[src/rtl/err_inj_pkg.sv]
// Shared types and helpers for the Hamming-path error injector.
// Holds the mode/trigger/state encodings, the LFSR polynomial and position reduction.
package err_inj_pkg;

  typedef enum logic [1:0] {
    MODE_OFF    = 2'd0,
    MODE_SINGLE = 2'd1,
    MODE_DOUBLE = 2'd2,
    MODE_RANDOM = 2'd3
  } mode_e;

  // Encoding 3 behaves exactly like continuous triggering.
  typedef enum logic [1:0] {
    TRIG_ONESHOT  = 2'd0,
    TRIG_PERIODIC = 2'd1,
    TRIG_CONT     = 2'd2,
    TRIG_CONT_ALT = 2'd3
  } trig_e;

  typedef enum logic [1:0] {
    ST_IDLE  = 2'd0,
    ST_ARMED = 2'd1,
    ST_DONE  = 2'd2
  } state_e;

  localparam logic [31:0] LFSR_POLY = 32'h8020_0003;

  function automatic int unsigned reducePos(input int unsigned pos, input int unsigned width);
    return pos % width;
  endfunction

endpackage

[src/rtl/err_inj_ch.sv]
// One injector channel: trigger FSM, period counter, Galois LFSR, flip-mask
// generation and the registered output stage.
module err_inj_ch
  import err_inj_pkg::*;
#(
  parameter int          DATA_W = 16,
  parameter int          CNT_W  = 16,
  parameter logic [31:0] SEED   = 32'hACE1_0001,
  localparam int         PW     = $clog2(DATA_W)
) (
  input  logic              i_clk,
  input  logic              i_rst,
  input  logic              i_cfg_we,
  input  logic [1:0]        i_cfg_mode,
  input  logic [1:0]        i_cfg_trig,
  input  logic [PW-1:0]     i_cfg_pos0,
  input  logic [PW-1:0]     i_cfg_pos1,
  input  logic [CNT_W-1:0]  i_cfg_period,
  input  logic              i_valid,
  input  logic [DATA_W-1:0] i_data,
  output logic              o_valid,
  output logic [DATA_W-1:0] o_data,
  output logic              o_err_inj,
  output logic              o_dbit_err,
  output logic              o_armed,
  output logic [CNT_W-1:0]  o_inj_cnt
);

  state_e            state_q, state_d;
  mode_e             mode_q, mode_d;
  trig_e             trig_q, trig_d;
  logic [PW-1:0]     pos0_q, pos0_d;
  logic [PW-1:0]     pos1_q, pos1_d;
  logic [CNT_W-1:0]  period_q, period_d;
  logic [CNT_W-1:0]  beatCnt_q, beatCnt_d;
  logic [31:0]       lfsr_q, lfsr_d;
  logic [CNT_W-1:0]  injCnt_q, injCnt_d;
  logic              valid_q;
  logic [DATA_W-1:0] data_q;
  logic              errInj_q;
  logic              dbit_q;

  logic [PW-1:0]     selP0, selP1Raw, selP1;
  logic              useDouble;
  logic [DATA_W-1:0] flipMask;
  logic [CNT_W-1:0]  lastBeat;
  logic              periodHit;
  logic              trigHit;
  logic              fire;

  // Flip positions come from the fixed config or from the LFSR in RANDOM mode;
  // a colliding second position moves up by one so a double flip is always two bits.
  always_comb begin
    selP0     = PW'(reducePos(32'(pos0_q), unsigned'(DATA_W)));
    selP1Raw  = PW'(reducePos(32'(pos1_q), unsigned'(DATA_W)));
    useDouble = (mode_q == MODE_DOUBLE);
    if (mode_q == MODE_RANDOM) begin
      selP0     = PW'(reducePos(32'(lfsr_q[8:1]), unsigned'(DATA_W)));
      selP1Raw  = PW'(reducePos(32'(lfsr_q[16:9]), unsigned'(DATA_W)));
      useDouble = lfsr_q[0];
    end
    selP1 = (selP1Raw == selP0) ? PW'(reducePos(32'(selP0) + 32'd1, unsigned'(DATA_W)))
                                : selP1Raw;
    flipMask        = '0;
    flipMask[selP0] = 1'b1;
    if (useDouble) flipMask[selP1] = 1'b1;
  end

  always_comb begin
    lastBeat  = (period_q == '0) ? '0 : period_q - 1'b1;
    periodHit = (beatCnt_q == lastBeat);
    case (trig_q)
      TRIG_ONESHOT:  trigHit = 1'b1;
      TRIG_PERIODIC: trigHit = periodHit;
      default:       trigHit = 1'b1;
    endcase
    fire = i_valid && (state_q == ST_ARMED) && (mode_q != MODE_OFF) && trigHit;

    state_d   = state_q;
    mode_d    = mode_q;
    trig_d    = trig_q;
    pos0_d    = pos0_q;
    pos1_d    = pos1_q;
    period_d  = period_q;
    beatCnt_d = beatCnt_q;
    lfsr_d    = i_valid ? ((lfsr_q >> 1) ^ (lfsr_q[0] ? LFSR_POLY : 32'h0)) : lfsr_q;
    injCnt_d  = (fire && (injCnt_q != '1)) ? injCnt_q + 1'b1 : injCnt_q;

    if (i_valid && (state_q == ST_ARMED) && (trig_q == TRIG_PERIODIC))
      beatCnt_d = periodHit ? '0 : beatCnt_q + 1'b1;
    if (fire && (trig_q == TRIG_ONESHOT))
      state_d = ST_DONE;

    // A config write overrides the beat's state update; the beat itself already
    // used the old settings above.
    if (i_cfg_we) begin
      mode_d    = mode_e'(i_cfg_mode);
      trig_d    = trig_e'(i_cfg_trig);
      pos0_d    = i_cfg_pos0;
      pos1_d    = i_cfg_pos1;
      period_d  = i_cfg_period;
      beatCnt_d = '0;
      state_d   = (mode_e'(i_cfg_mode) == MODE_OFF) ? ST_IDLE : ST_ARMED;
    end
  end

  always_ff @(posedge i_clk) begin
    if (i_rst) begin
      state_q   <= ST_IDLE;
      mode_q    <= MODE_OFF;
      trig_q    <= TRIG_ONESHOT;
      pos0_q    <= '0;
      pos1_q    <= '0;
      period_q  <= '0;
      beatCnt_q <= '0;
      lfsr_q    <= SEED;
      injCnt_q  <= '0;
      valid_q   <= 1'b0;
      data_q    <= '0;
      errInj_q  <= 1'b0;
      dbit_q    <= 1'b0;
    end else begin
      state_q   <= state_d;
      mode_q    <= mode_d;
      trig_q    <= trig_d;
      pos0_q    <= pos0_d;
      pos1_q    <= pos1_d;
      period_q  <= period_d;
      beatCnt_q <= beatCnt_d;
      lfsr_q    <= lfsr_d;
      injCnt_q  <= injCnt_d;
      valid_q   <= i_valid;
      data_q    <= fire ? (i_data ^ flipMask) : i_data;
      errInj_q  <= fire;
      dbit_q    <= fire && useDouble;
    end
  end

  assign o_valid    = valid_q;
  assign o_data     = data_q;
  assign o_err_inj  = errInj_q;
  assign o_dbit_err = dbit_q;
  assign o_armed    = (state_q == ST_ARMED);
  assign o_inj_cnt  = injCnt_q;

endmodule

[src/rtl/err_inj_ctrl.sv]
// Multi-channel error injector: one err_inj_ch per memory port, with the
// config bus decoded into per-channel write strobes.
module err_inj_ctrl
  import err_inj_pkg::*;
#(
  parameter int          DATA_W    = 16,
  parameter int          NUM_CH    = 2,
  parameter int          CNT_W     = 16,
  parameter logic [31:0] LFSR_SEED = 32'hACE1_0001,
  localparam int         CHW       = (NUM_CH > 1) ? $clog2(NUM_CH) : 1,
  localparam int         PW        = $clog2(DATA_W)
) (
  input  logic                     i_clk,
  input  logic                     i_rst,
  input  logic                     i_cfg_we,
  input  logic [CHW-1:0]           i_cfg_ch,
  input  logic [1:0]               i_cfg_mode,
  input  logic [1:0]               i_cfg_trig,
  input  logic [PW-1:0]            i_cfg_pos0,
  input  logic [PW-1:0]            i_cfg_pos1,
  input  logic [CNT_W-1:0]         i_cfg_period,
  input  logic [NUM_CH-1:0]        i_valid,
  input  logic [NUM_CH*DATA_W-1:0] i_data,
  output logic [NUM_CH-1:0]        o_valid,
  output logic [NUM_CH*DATA_W-1:0] o_data,
  output logic [NUM_CH-1:0]        o_err_inj,
  output logic [NUM_CH-1:0]        o_dbit_err,
  output logic [NUM_CH-1:0]        o_armed,
  output logic [NUM_CH*CNT_W-1:0]  o_inj_cnt
);

  for (genvar k = 0; k < NUM_CH; k++) begin : g_ch
    err_inj_ch #(
      .DATA_W (DATA_W),
      .CNT_W  (CNT_W),
      .SEED   (LFSR_SEED ^ 32'(k))
    ) u_ch (
      .i_clk        (i_clk),
      .i_rst        (i_rst),
      .i_cfg_we     (i_cfg_we && (i_cfg_ch == CHW'(k))),
      .i_cfg_mode   (i_cfg_mode),
      .i_cfg_trig   (i_cfg_trig),
      .i_cfg_pos0   (i_cfg_pos0),
      .i_cfg_pos1   (i_cfg_pos1),
      .i_cfg_period (i_cfg_period),
      .i_valid      (i_valid[k]),
      .i_data       (i_data[k*DATA_W +: DATA_W]),
      .o_valid      (o_valid[k]),
      .o_data       (o_data[k*DATA_W +: DATA_W]),
      .o_err_inj    (o_err_inj[k]),
      .o_dbit_err   (o_dbit_err[k]),
      .o_armed      (o_armed[k]),
      .o_inj_cnt    (o_inj_cnt[k*CNT_W +: CNT_W])
    );
  end

endmodule
[config.mk]
export PLATFORM = sky130hd
export DESIGN_NAME = err_inj_ctrl
export DESIGN_NICKNAME = d
export VERILOG_FILES = /design/src/rtl/err_inj_pkg.sv /design/src/rtl/err_inj_ch.sv /design/src/rtl/err_inj_ctrl.sv
export SDC_FILE = /design/constraint.sdc
export NUM_CORES = 1
export LEC_CHECK = 0
export CAP_MARGIN = 20
export CORE_ASPECT_RATIO = 2
export CORE_MARGIN = 2
export CORE_UTILIZATION = 36
export DETAILED_ROUTE_END_ITERATION = 10
export GPL_ROUTABILITY_DRIVEN = 0
export RECOVER_POWER = 100
export REMOVE_ABC_BUFFERS = 1
export SETUP_SLACK_MARGIN = 0.3
export SYNTH_ARGS = -nofsm -noshare
export SYNTH_HDL_FRONTEND = slang
export SYNTH_HIERARCHICAL = 1
export SYNTH_SLANG_ARGS = --single-unit
export TNS_END_PERCENT = 100
[constraint.sdc]
create_clock -name i_clk -period 3.4 [get_ports i_clk]
set_input_delay 0.34 -clock i_clk [delete_from_list [all_inputs] [get_ports i_clk]]
set_output_delay 0.34 -clock i_clk [all_outputs]
set_load 0.03 [all_outputs]
==> results_tabular.tex, run 1 <==
\begin{tabular}{lr}
\hline
Metric & Value \\
\hline
\multicolumn{2}{l}{\textbf{Status}} \\
Outcome & complete, no violations \\
\multicolumn{2}{l}{\textbf{Yosys}} \\
Mean instance size in the synthesized netlist & 8.77 µm² \\
Mapped Cells & 1391 \\
Netlist area before placement & 12200 µm² \\
Top area cells in the synthesized netlist & sky130\_fd\_sc\_hd\_\_dfxtp\_1 37\%, sky130\_fd\_sc\_hd\_\_mux2i\_1 10\%, sky130\_fd\_sc\_hd\_\_nor2\_1 6.1\% \\
Share of synthesized area occupied by flip-flops and latches & 37.1\% \\
Share of the synthesized netlist area taken by xor and xnor gates & 5.40\% \\
Total of flip-flops plus latches after synthesis & 226 \\
Async SR Flop Fraction & 0\% \\
Largest family of logic cells by synthesized area & simple AND/OR/NAND/NOR gates \\
Share of cell area taken by muxes after synthesis & 11.9\% \\
Area share of fa/ha/maj cells after synthesis & 1.44\% \\
Synth Area in Compound Gates & 16.0\% \\
Most used flip-flop cell after synthesis & sky130\_fd\_sc\_hd\_\_dfxtp\_1 \\
Number of distinct library cell variants in the gate-level netlist after synthesis & 82 \\
Syn. warnings & 6 \\
Area fraction in and, or, nand and nor cells after synthesis & 23.7\% \\
Cell taking the most area after synthesis & sky130\_fd\_sc\_hd\_\_dfxtp\_1 \\
Top-area cell type share of the netlist area & 37.1\% \\
Number of enable flip-flop cells after synthesis & 0 \\
\multicolumn{2}{l}{\textbf{Global routing}} \\
Initial antenna violation count & 3 \\
Gr ovfl total & 0 \\
Via count of the first global-routing pass & 11200 \\
Largest net degree at the start of global routing & 80 \\
First-pass GRT wire length & 58.3 mm \\
Aggregate global-route resource usage & 20.3\% \\
\multicolumn{2}{l}{\textbf{Detailed routing}} \\
DRC viols & 0 \\
First-pass DRT Iterations & 7 \\
Number of vias per cell & 5.51 \\
Total vias in the final route & 11200 \\
Routed Wire Length & 37.6 mm \\
Antenna Violating Nets Remaining & 0 \\
Drt first-iter violations & 489 \\
Avg WL per Cell & 18.5 µm \\
\multicolumn{2}{l}{\textbf{Clocking}} \\
Latest clock arrival within the worst-skew pair & 0.54 ns \\
Clk sink count & 226 \\
Clock-pin slew reported for the worst setup and hold paths after clock tree synthesis & 0.06 ns \\
Clock buffer count from CTS & 23 \\
Deepest level of the CTS H-tree & 1 \\
Clock tree from TritonCTS & yes \\
Master cell of the clock root buffer & sky130\_fd\_sc\_hd\_\_clkbuf\_16 \\
Worst-case clock buffer depth & 3 \\
\multicolumn{2}{l}{\textbf{Timing}} \\
Max-slew headroom at the worst pin & 35.9\% \\
TNS Setup & 0 ns \\
Worst-case clock skew & 0.0215 ns \\
RSZ-0062 raised after global routing & yes \\
Setup slack after layout & 0.0755 ns \\
Pin slew with the least headroom to its limit & 0.959 ns \\
Number of hold-slack violations in the final timing report & 0 \\
Final max-slew violation count & 0 \\
Final Cycle Share & 97.8\% \\
Max Freq & 301 MHz \\
Final critical-path required period & 3.32 ns \\
Setup violators final & 0 \\
Worst hold margin & 0.272 ns \\
\multicolumn{2}{l}{\textbf{Pwr}} \\
Power dissipated by switching net loads & 1830 µW \\
Fraction of power consumed by sequential logic & 41.8\% \\
Fraction of power spent switching nets & 27.3\% \\
Clk network pwr share & 39.5\% \\
Pint & 4870 µW \\
Worst ir drop on vdd & 366 µV \\
Static leakage power & 0.00642 µW \\
Power per unit of standard cell area & 408 nW/µm² \\
Combinational share of power & 18.7\% \\
\multicolumn{2}{l}{\textbf{Placement}} \\
Quantity of I/O buffers inserted on ports & 137 \\
Worst slack, placed & -0.0845 ns \\
Instance area at placement & 14300 µm² \\
Detailed Place HPWL & 26.3 mm \\
\multicolumn{2}{l}{\textbf{Die}} \\
Chip Width & 134 µm \\
I/O Pins & 138 \\
Site row count & 95 \\
Effective utilization at floorplan & 36.4\% \\
Die area & 35500 µm² \\
Die Ht & 264 µm \\
Std-Cell Core Area & 33500 µm² \\
\multicolumn{2}{l}{\textbf{Cells and area}} \\
Register area & 4530 µm² \\
Commonest cells after routing, fill and taps aside & 220 x sky130\_fd\_sc\_hd\_\_dfxtp\_1, 195 x sky130\_fd\_sc\_hd\_\_nor2\_1, 134 x sky130\_fd\_sc\_hd\_\_clkdlybuf4s50\_1 \\
Most common cell after layout, fill and taps aside & sky130\_fd\_sc\_hd\_\_dfxtp\_1 \\
Proportion of layout cells with a drive suffix above 1 & 20.7\% \\
Total of fill cells in the finished design & 3191 \\
Number of nets in the layout & 1665 \\
Synthesis-to-layout area growth & 34.7\% \\
Area occupied by multi-input gates & 7830 µm² \\
Design Area, Final & 16400 µm² \\
\multicolumn{2}{l}{\textbf{Worst setup path}} \\
Slowest stage cell, crit path & sky130\_fd\_sc\_hd\_\_or4\_4 \\
Cells along the critical path & or4\_4, buf\_6, nor3\_4, buf\_6, o311ai\_4, a221oi\_2, and4\_4, o2111ai\_4, a21oi\_4, buf\_6, buf\_12, nand4\_1, mux2\_4 \\
Maximum fanout along the worst path & 5 \\
Category of the most critical setup path & flop to flop \\
Critical path launch point type & flop \\
Worst EP arrival & 3.74 ns \\
Cell seen most often among critical-path stages & sky130\_fd\_sc\_hd\_\_buf\_6 \\
Slowest Stage Delay on Critical Path & 0.58 ns \\
CP endpoint kind & flop \\
WP data required & 3.81 ns \\
\multicolumn{2}{l}{\textbf{Flow run}} \\
Number of max-cap violations & 0 \\
\multicolumn{2}{l}{\textbf{Worst hold path}} \\
Class of the tightest hold or removal check & input port to flop \\
\hline
\end{tabular}
-- synthesized netlist by cell type, types with 11 or more instances --
cell                       instances
sky130_fd_sc_hd__mux2_2           13
sky130_fd_sc_hd__buf_1            13
sky130_fd_sc_hd__mux2i_1         123
sky130_fd_sc_hd__nor3_1           50
sky130_fd_sc_hd__buf_2            11
sky130_fd_sc_hd__a21oi_1          70
sky130_fd_sc_hd__or4_1            19
sky130_fd_sc_hd__xnor2_1          31
sky130_fd_sc_hd__nand2b_1         35
sky130_fd_sc_hd__nand2_1          52
sky130_fd_sc_hd__a31o_2           28
sky130_fd_sc_hd__nor2b_1          44
sky130_fd_sc_hd__o21ai_0          16
sky130_fd_sc_hd__nand3_1          37
sky130_fd_sc_hd__dfxtp_1         226
sky130_fd_sc_hd__clkbuf_1         53
sky130_fd_sc_hd__ha_1             14
sky130_fd_sc_hd__a211oi_1         12
sky130_fd_sc_hd__and2_1           13
sky130_fd_sc_hd__nor2_1          197
sky130_fd_sc_hd__a211o_1          15
sky130_fd_sc_hd__nand4_1          26
sky130_fd_sc_hd__and3_1           23
sky130_fd_sc_hd__xor2_1           39
sky130_fd_sc_hd__o31ai_1          15
sky130_fd_sc_hd__inv_1            34
sky130_fd_sc_hd__a22o_1           28
-- flip-flops by register name, indices dropped and copies added, names as in the netlist --
| name | flops |
|---|---|
| g_ch.u_ch/mode_q | 4 |
| g_ch.u_ch/period_q | 32 |
| g_ch.u_ch/pos1_q | 8 |
| g_ch.u_ch/o_data | 32 |
| g_ch.u_ch/trig_q | 4 |
| g_ch.u_ch/o_err_inj | 2 |
| g_ch.u_ch/o_dbit_err | 2 |
| g_ch.u_ch/o_valid | 2 |
| g_ch.u_ch/lfsr_q | 64 |
| g_ch.u_ch/beatCnt_q | 32 |
| g_ch.u_ch/o_inj_cnt | 32 |
| g_ch.u_ch/pos0_q | 8 |
| g_ch.u_ch/state_q | 4 |
-- power by group through the flow --
stage	sequential (µW)	clock (µW)	combinational (µW)
global route	2810	2810	1340
global placement	2860	0	1060
CTS	2800	2730	1140
floorplan	2900	0	567
detailed placement	2860	0	1070
finish	2800	2650	1250
-- repair_timing --
item,4_1_cts,5_1_grt
hold buffers,0,0
pin swaps,31,34
resized for setup,46,125
setup endpoints to repair,81,89
gates cloned,8,4
buffers inserted,14,18
-- path summary, 6_finish.rpt --
kind | to | startpoint | slack [ns] | cells after the start
worst max-delay path | g_ch[0].u_ch/o_inj_cnt[12] | g_ch[0].u_ch/period_q[6] | 0.08 | 13
worst min-delay path | g_ch[0].u_ch/period_q[5] | i_rst | 0.27 | 2
worst max register to register | g_ch[0].u_ch/o_inj_cnt[12] | g_ch[0].u_ch/period_q[6] | 0.08 | 13
worst min register to register | g_ch[1].u_ch/state_q[1] | g_ch[1].u_ch/state_q[1] | 0.47 | 2
-- stage by stage --
stage / utilization [%] / power (µW) / std cells
floorplan: - / 3460 / 1304
global placement: 42.7 / 3920 / 1952
detailed placement: 42.7 / 3930 / 1952
CTS: 46.6 / 6670 / 2015
global route: 49.0 / 6960 / 2038
finish: 49.0 / 6700 / 2038
-- layer usage --
metal  up-vias  track usage (%)  wire, µm  share of wire (%)
li1       5392                -         -                  -
met1      5338             19.1     12800                 34
met2       333             40.4     21000                 56
met3       158             2.78      1350                3.6
met4         2             11.9      2500                6.6
met5         -                0        13              0.035
-- kinds of logic after synthesis --
family                   after synthesis
AO/OA/AOI/OAI                        258
XOR/XNOR                              72
adder cells (fa/ha/maj)               14
buffers and inverters                121
flip-flops                           226
multiplexers                         143
AND/OR/NAND/NOR                      557
-- critical path: cells and delay by family, from the launching register on --
| family | cells | cell delay, ns |
|---|---|---|
| AO/OA/AOI/OAI | 4 | 0.95 |
| AND/OR/NAND/NOR | 4 | 1.07 |
| flip-flops | 1 | 0.31 |
| multiplexers | 1 | 0.30 |
| buffers and inverters | 4 | 0.55 |
-- cell type report --
class	count	share of cell area, %
clock inverter	8	0.609
inverter	34	0.777
multi-input combinational	1045	47.7
clock buffer	33	4.16
sequential	226	27.6
tap	436	3.32
antenna	1	0.0152
timing repair buffer	255	15.9
Note: power is estimated with default switching activity, not from simulation.
==> run 2, diff against run 1 <==
==> constraint.sdc (replaced) <==
create_clock -name i_clk -period 2.7 [get_ports i_clk]
set_input_delay 0.27 -clock i_clk [delete_from_list [all_inputs] [get_ports i_clk]]
set_output_delay 0.27 -clock i_clk [all_outputs]
set_load 0.03 [all_outputs]
==> results_tabular.tex, run 2 (synthesis gave the netlist of run 1 again) <==
\begin{tabular}{lr}
\hline
Metric & Value \\
\hline
\multicolumn{2}{l}{\textbf{Cells and area}} \\
Proportion of layout cells with a drive suffix above 1 & 23.1\% \\
Number of nets in the layout & 1735 \\
Synthesis-to-layout area growth & 36.4\% \\
Total of fill cells in the finished design & 3213 \\
Flip-flop count of the largest register, all copies and words added & 64 \\
Final core area utilization & 49.6\% \\
Most common cell after layout, fill and taps aside & sky130\_fd\_sc\_hd\_\_dfxtp\_1 \\
Commonest cells after routing, fill and taps aside & 224 x sky130\_fd\_sc\_hd\_\_dfxtp\_1, 194 x sky130\_fd\_sc\_hd\_\_nor2\_1, 148 x sky130\_fd\_sc\_hd\_\_buf\_4 \\
Largest Register & g\_ch.u\_ch/lfsr\_q \\
Inserted Diodes & 0 \\
Design Area, Final & 16600 µm² \\
\multicolumn{2}{l}{\textbf{Detailed routing}} \\
Drt first-iter violations & 599 \\
Antenna Violating Nets Remaining & 0 \\
Routed Wire Length & 37.5 mm \\
Avg WL per Cell & 17.8 µm \\
Number of vias per cell & 5.38 \\
Total vias in the final route & 11300 \\
DRC viols & 0 \\
First-pass DRT Iterations & 5 \\
\multicolumn{2}{l}{\textbf{Worst setup path}} \\
Critical path launch point type & flop \\
Cell count of the worst reg-to-reg path & 11 \\
Worst reg2reg setup slack & -0.63 ns \\
WP data required & 3.15 ns \\
CP endpoint kind & flop \\
Worst EP arrival & 3.78 ns \\
Category of the most critical setup path & flop to flop \\
Maximum fanout along the worst path & 8 \\
R2R Path Start & g\_ch[0].u\_ch/period\_q[6] \\
End of the worst register-to-register path & g\_ch[0].u\_ch/o\_data[3] \\
\multicolumn{2}{l}{\textbf{Die}} \\
Std-Cell Core Area & 33500 µm² \\
Die area & 35500 µm² \\
I/O Pins & 138 \\
Die Ht & 264 µm \\
Site row count & 95 \\
Chip Width & 134 µm \\
Effective utilization at floorplan & 36.4\% \\
\multicolumn{2}{l}{\textbf{Global routing}} \\
Largest net degree at the start of global routing & 59 \\
Via count of the first global-routing pass & 11400 \\
First-pass GRT wire length & 59.1 mm \\
Aggregate global-route resource usage & 20.6\% \\
Gr ovfl total & 0 \\
Initial antenna violation count & 2 \\
\multicolumn{2}{l}{\textbf{Timing}} \\
Pin slew with the least headroom to its limit & 2.27 ns \\
Max Freq & 300 MHz \\
RSZ-0062 raised after global routing & yes \\
Number of hold-slack violations in the final timing report & 0 \\
Worst-case clock skew & 0.0192 ns \\
Final critical-path required period & 3.33 ns \\
Final Cycle Share & 123\% \\
Max-slew headroom at the worst pin & -51.5\% \\
Setup violators final & 100 \\
Final max-slew violation count & 87 \\
Worst hold margin & 0.153 ns \\
Setup slack after layout & -0.632 ns \\
\multicolumn{2}{l}{\textbf{Worst hold path}} \\
Worst hold start & i\_rst \\
Endpoint of the worst hold-timing path & g\_ch[0].u\_ch/trig\_q[0] \\
Cell count of the worst hold path & 2 \\
Class of the tightest hold or removal check & input port to flop \\
\multicolumn{2}{l}{\textbf{Clocking}} \\
Total of hold buffers inserted after clock tree synthesis & 0 \\
Latest clock arrival within the worst-skew pair & 0.54 ns \\
Deepest level of the CTS H-tree & 1 \\
Clock tree from TritonCTS & yes \\
Clock buffer count from CTS & 23 \\
Worst-case clock buffer depth & 3 \\
Clk sink count & 226 \\
Clock-pin slew reported for the worst setup and hold paths after clock tree synthesis & 0.07 ns \\
Master cell of the clock root buffer & sky130\_fd\_sc\_hd\_\_clkbuf\_16 \\
\multicolumn{2}{l}{\textbf{Pwr}} \\
Power per unit of standard cell area & 505 nW/µm² \\
Worst ir drop on vdd & 370 µV \\
Static leakage power & 0.00684 µW \\
\multicolumn{2}{l}{\textbf{Placement}} \\
Quantity of I/O buffers inserted on ports & 137 \\
Detailed Place HPWL & 27.5 mm \\
Instance area at placement & 15000 µm² \\
\multicolumn{2}{l}{\textbf{Flow run}} \\
Number of max-cap violations & 2 \\
\multicolumn{2}{l}{\textbf{Status}} \\
Outcome & finished, violations left \\
Failing checks & capacitance limit, slew limit, setup timing \\
\hline
\end{tabular}
-- run 2: final cells by class --
cell class                      count  area, µm²  share of cell area [%]
Inverter                           34        128                   0.767
Timing Repair Buffer              325       2980                    17.9
Multi-Input combinational cell   1045       7700                    46.3
Sequential cell                   226       4530                    27.2
Tap cell                          436        546                    3.28
Clock inverter                      9        116                   0.699
Clock buffer                       33        643                    3.87
-- run 2: metal layers --
metal,vias to the layer above,routed length (µm),track usage (%)
met5,-,13,0
met4,2,2190,11.0
met3,128,1290,2.57
met2,260,21400,41.8
met1,5423,12600,19.3
li1,5520,-,-
-- run 2: worst max path at each step --
stage	from	end	slack, ns	depth (start not counted)
2_1_floorplan	g_ch[0].u_ch/period_q[6]	g_ch[0].u_ch/o_inj_cnt[12]	-1.55	9
3_3_place_gp	g_ch[1].u_ch/period_q[2]	g_ch[1].u_ch/o_inj_cnt[6]	-0.64	12
3_5_place_dp	g_ch[1].u_ch/period_q[2]	g_ch[1].u_ch/o_inj_cnt[4]	-0.67	11
4_1_cts	g_ch[1].u_ch/period_q[10]	g_ch[1].u_ch/o_inj_cnt[10]	-0.56	10
5_1_grt	g_ch[0].u_ch/period_q[6]	g_ch[0].u_ch/o_inj_cnt[12]	-0.72	13
6_report	g_ch[0].u_ch/period_q[6]	g_ch[0].u_ch/o_data[3]	-0.63	11
-- run 2: stage by stage --
step                TNS, ns  total power (µW)  instances  worst slack (ns)
floorplan            -72.10              4360       1304             -1.55
global placement     -43.71              5050       2041            -0.638
detailed placement   -46.42              5070       2041            -0.668
CTS                  -45.14              8470       2099            -0.562
global route         -58.80              8770       2108            -0.716
finish               -50.01              8400       2108            -0.632
-- run 2: power by group --
group          total (µW)  internal (µW)  switching, µW  leakage, µW
combinational        1610            779            827      0.00463
sequential           3520           3450           72.5      0.00185
clock                3270           1870           1400     0.000368
total                8400           6100           2300      0.00684
-- run 2: critical path, cell delays in order (launching register included) --
cell and delay (ns):
sky130_fd_sc_hd__dfxtp_2 0.32, sky130_fd_sc_hd__or4_4 0.53, sky130_fd_sc_hd__buf_6 0.15, sky130_fd_sc_hd__nor3_4 0.22, sky130_fd_sc_hd__buf_6 0.15, sky130_fd_sc_hd__o311ai_4 0.10
sky130_fd_sc_hd__a221oi_2 0.37, sky130_fd_sc_hd__and4_4 0.31, sky130_fd_sc_hd__o2111ai_4 0.18, sky130_fd_sc_hd__and2_4 0.24, sky130_fd_sc_hd__or4_4 0.52, sky130_fd_sc_hd__a21oi_2 0.15
-- run 2: what timing repair did --
item                                    in CTS  in global routing
endpoints found under the setup margin     100                100
cloned                                       4                  3
pin swaps                                   34                 39
setup buffers                               12                  6
gates resized for setup                     70                 83
